--- src/rtl/cim_tile_writeback.sv ---
// cim_tile_writeback: two-lane round-robin tile arbiter that packs
// 6x6 tiles into single SRAM words, one registered write per cycle.
module cim_tile_writeback #(
  parameter int DW = 12,
  parameter int TN = 6,
  parameter int MW = 512,
  parameter int AW = 8,
  parameter int CW = 16
) (
  input  logic                          clk,
  input  logic                          rst_n,
  input  logic [TN-1:0][TN-1:0][DW-1:0] pe1_tile_i,
  input  logic [7:0]                    pe1_od_i,
  input  logic [AW-1:0]                 pe1_addr_i,
  input  logic                          pe1_valid_i,
  output logic                          pe1_ready_o,
  input  logic [TN-1:0][TN-1:0][DW-1:0] pe2_tile_i,
  input  logic [7:0]                    pe2_od_i,
  input  logic [AW-1:0]                 pe2_addr_i,
  input  logic                          pe2_valid_i,
  output logic                          pe2_ready_o,
  input  logic                          halt_i,
  output logic                          mem_we_o,
  output logic [AW-1:0]                 mem_addr_o,
  output logic [7:0]                    mem_od_o,
  output logic [MW-1:0]                 mem_wdata_o,
  output logic [CW-1:0]                 wr_count_o,
  output logic                          busy_o
);

  typedef logic [TN-1:0][TN-1:0][DW-1:0] tile_t;

  typedef struct packed {
    tile_t         tile;
    logic [7:0]    od;
    logic [AW-1:0] addr;
  } slot_t;

  typedef enum logic {
    LANE1,
    LANE2
  } lane_e;

  slot_t         s1_q;
  slot_t         s2_q;
  slot_t         win;
  logic          full1_q;
  logic          full2_q;
  logic          gnt1;
  logic          gnt2;
  logic          gnt;
  logic          acc1;
  logic          acc2;
  lane_e         last_q;
  logic [MW-1:0] pack;

  always_comb begin
    gnt1 = 1'b0;
    gnt2 = 1'b0;
    if (!halt_i) begin
      unique case (1'b1)
        full1_q && full2_q: begin
          gnt1 = (last_q == LANE2);
          gnt2 = (last_q == LANE1);
        end
        full1_q && !full2_q: gnt1 = 1'b1;
        !full1_q && full2_q: gnt2 = 1'b1;
        default: ;
      endcase
    end
  end

  assign gnt = gnt1 | gnt2;

  // A granted lane frees its slot on the same edge it may be reloaded.
  assign pe1_ready_o = !full1_q || gnt1;
  assign pe2_ready_o = !full2_q || gnt2;
  assign acc1 = pe1_valid_i && pe1_ready_o;
  assign acc2 = pe2_valid_i && pe2_ready_o;

  always_comb begin
    win = s1_q;
    unique case (1'b1)
      gnt1:    win = s1_q;
      gnt2:    win = s2_q;
      default: win = s1_q;
    endcase
  end

  always_comb begin
    pack = '0;
    for (int r = 0; r < TN; r++) begin
      for (int c = 0; c < TN; c++) begin
        pack[DW*(TN*r+c) +: DW] = win.tile[r][c];
      end
    end
  end

  always_ff @(posedge clk or negedge rst_n) begin
    if (!rst_n) begin
      s1_q    <= '0;
      s2_q    <= '0;
      full1_q <= 1'b0;
      full2_q <= 1'b0;
      last_q  <= LANE2;
    end else begin
      if (acc1) begin
        s1_q <= '{tile: pe1_tile_i, od: pe1_od_i, addr: pe1_addr_i};
      end
      if (acc2) begin
        s2_q <= '{tile: pe2_tile_i, od: pe2_od_i, addr: pe2_addr_i};
      end
      full1_q <= acc1 || (full1_q && !gnt1);
      full2_q <= acc2 || (full2_q && !gnt2);
      if (gnt) begin
        last_q <= gnt1 ? LANE1 : LANE2;
      end
    end
  end

  always_ff @(posedge clk or negedge rst_n) begin
    if (!rst_n) begin
      mem_we_o    <= 1'b0;
      mem_addr_o  <= '0;
      mem_od_o    <= '0;
      mem_wdata_o <= '0;
      wr_count_o  <= '0;
    end else begin
      mem_we_o <= gnt;
      if (gnt) begin
        mem_addr_o  <= win.addr;
        mem_od_o    <= win.od;
        mem_wdata_o <= pack;
        wr_count_o  <= wr_count_o + CW'(1);
      end
    end
  end

  assign busy_o = full1_q || full2_q || mem_we_o;

endmodule
--- config.mk ---
export PLATFORM = sky130hd
export DESIGN_NAME = cim_tile_writeback
export DESIGN_NICKNAME = d
export VERILOG_FILES = /design/src/rtl/cim_tile_writeback.sv
export SDC_FILE = /design/constraint.sdc
export NUM_CORES = 2
export LEC_CHECK = 0
export ABC_AREA = 1
export ABC_CLOCK_PERIOD_IN_PS = 3020
export CORE_AREA = 8 8 565 567
export CTS_BUF_LIST = sky130_fd_sc_hd__clkbuf_8
export CTS_CLUSTER_DIAMETER = 200
export DETAILED_ROUTE_END_ITERATION = 8
export DIE_AREA = 0 0 573 575
export RECOVER_POWER = 25
export SYNTH_ARGS = -nofsm -noshare
export SYNTH_HDL_FRONTEND = slang
export SYNTH_SLANG_ARGS = --single-unit
--- constraint.sdc ---
create_clock -name clk -period 3.02 [get_ports clk]
set_clock_uncertainty 0.15 [all_clocks]
set_input_delay 0.453 -clock clk [delete_from_list [all_inputs] [get_ports clk]]
set_output_delay 0.453 -clock clk [all_outputs]
set_load 0.05 [all_outputs]
==> flow_summary.toml <==
[die]
die_width_um = 573
std_cell_rows = 205
core_area_um2 = 310000
die_h_um = 575
pin_count = 1449
die_area_um2 = 329000
initial_core_util_pct = 19.7

[setup_path]
worstPathRequired_ns = 3.72
worst_r2r_path_depth = 5
critPathBufInv = 2
crit_family = "buffers and inverters"
critPathSlowestCell = "clkbuf_2"
crit_start = "full1_q"
regToRegSetupSlack_ns = 0.03
cpPeakStageDelay_ns = 1.28
critical_path.cell_chain = "o21bai_4 > clkbuf_2 > buf_4 > nand2_1 > nand2_1"
path_common_cell = "nand2_1"
critPathKind = "flip-flop to flip-flop"
r2r_start = "full1_q"
cp-endpoint = "mem_wdata_o[117]"
critPathMaxFanout = 50
regToRegEndpoint = "mem_wdata_o[117]"
worst-path-stages = 5
cp-start-kind = "flip-flop"
arrival_ns = 3.69
endpoint_kind = "flip-flop"

[final_layout]
postLayoutCoreUtil_pct = 30.6
fill_cells = 32400
area_growth_pct = 55.7
finalNetCount = 10700
fin_cells = 14200
layout-drive-gt1-share_pct = 7.07
regArea_um2 = 34100
finalInstanceArea_um2 = 94900
final_common_cell = "nand2_1"
multiInputGateArea_um2 = 22800
layout_common_cells = "nand2_1, dfrtp_1, nand3_1, clkdlybuf4s50_1, dlygate4sd3_1"

[power_and_ir_drop]
peakVddDrop_uv = 731
power.density_nw_per_um2 = 957
power_leakage_nw = 47.0

[route]
dr.pass1.iters = 8
routedWlPerCell_um = 21.2
viasPerCell = 4.33
vias = 61300
drc = 0
routed_wl_mm = 301
dr.first_iter.drc_count = 5671
ant_nets = 0

[placed_design]
dp_hpwl_mm = 220
gp_congestion = 0.897
dp_cells = 12800
port_buffers = 1368
place_area_um2 = 81100
dp_slack_ns = 0.211

[logic_synthesis]
synth-edff-count = 0
ys_seq_elements = 1364
netlist_instances = 7505
avgSynthCellArea_um2 = 8.13
ys_types = 23
synth_ff_type = "dfrtp_1"
synth_area_um2 = 61000
ys_seq_area_share_pct = 56.0
ys_warn_count = 0
synthArstFlopShare_pct = 100

[sta]
relSlewSlack_pct = -26.4
finalMaxSlewViolations = 77
fin_crit_sh_pct = 99.0
period_needed_ns = 2.99
fin_ws_ns = 0.0300
hold_violations = 0
max_freq_mhz = 334
setup-violations-final = 0
tightest_slew_ns = 1.90

[global_routing]
grt_max_degree = 90
grtUsageTotal_pct = 17.5
antenna_found_initial = 74
grt_overflow_total = 0
grt_pass1_vias = 62000
grt_pass1_wl_mm = 436

[clock_network]
clk_latency_ns = 0.92
cts_buffer_depth = 4
cts_tree = "done"
cts_buffers = 262
clockRootBuffer = "clkbuf_8"
clock-sinks = 1364
h-tree-depth = 5
clk_pin_slew_ns = 0.07

[run_status]
violations = "capacitance limit, slew limit"
status = "finished with violations"

[flow_run]
max_cap_viol_count = 1

[worst_hold_path]
hold_class = "input pin to flip-flop"
worst register-to-register path, stage by stage, from the launching register on:
cell and delay [ns]:
dfrtp_1 0.48, o21bai_4 0.22, clkbuf_2 1.28, buf_4 0.61, nand2_1 0.09, nand2_1 0.09
registers in the layout (all words and copies together), names as in the netlist:
signal       count
full1_q          1
full2_q          1
last_q           1
mem_addr_o       8
mem_od_o         8
mem_wdata_o    432
mem_we_o         1
s1_q           448
s2_q           448
wr_count_o      16
Yosys cell counts, types with 4 or more instances:
library cell	n	share of area, %
o21ai_0	4	0.033
buf_2	52	0.43
nor2_1	21	0.13
nand3b_1	452	5.6
clkbuf_1	463	2.8
buf_1	30	0.18
nand2_1	3204	20
buf_4	80	0.98
inv_1	469	2.9
dfrtp_1	1363	56
nand3_1	1352	11
timing repair:
item / CTS / global route
setup endpoints to repair: 23 / 0
gates resized for setup: 23 / 0
hold endpoints to repair: 2217 / 0
setup buffers: 3 / 0
hold buffers: 863 / 0
worst min path at each step:
stage,from,to,slack [ns],cells past startpoint
finish,pe2_tile_i[2],s2_q[18],0.11,3
CTS,pe2_tile_i[309],s2_q[325],0.001,3
floorplan,rst_n,full1_q,0.007,0
global placement,s2_q[119],s2_q[119],0.29,2
global route,pe2_tile_i[239],s2_q[255],0.03,3
detailed placement,s2_q[192],s2_q[192],0.30,2
through the flow:
step	setup TNS [ns]	hold WS, ns	total power (W)
final	0	0.111	0.0909
after global routing	-0.0182	0.0289	0.0960
after CTS	0	0.00119	0.0914
after detailed placement	0	0.299	0.0709
after global placement	0	0.295	0.0706
after floorplan	0	0.00741	0.0537
kinds of logic after synthesis:
group           synth area share (%)
simple gates                    36.6
flops                           56.0
buf+inv                         7.34
compound gates                0.0595
xor+xnor                      0.0574
fa+ha+maj                     0.0205
other cells                  0.00615
report_power, final:
group	internal [W]	switching, W
registers	0.0265	0.00573
clock network	0.0102	0.00873
logic	0.0135	0.0262
total	0.0502	0.0407
metal layers:
| layer | wire (um) | global-route usage [%] | share of wire (%) |
|---|---|---|---|
| met1 | 129000 | 23.0 | 43 |
| met2 | 133000 | 27.5 | 44 |
| met3 | 27500 | 5.11 | 9.1 |
| met4 | 10800 | 5.77 | 3.6 |
| met5 | 458 | 0 | 0.15 |
cell type report:
type,count,area share (%)
well taps,4140,5.46
clock inverters,136,0.908
flip-flops and latches,1364,36.0
inverters,470,1.86
diodes,39,0.103
clock buffers,320,4.64
multi-input cells,5125,24.0
repair buffers,2561,27.1
(Power assumes the default switching activity.)
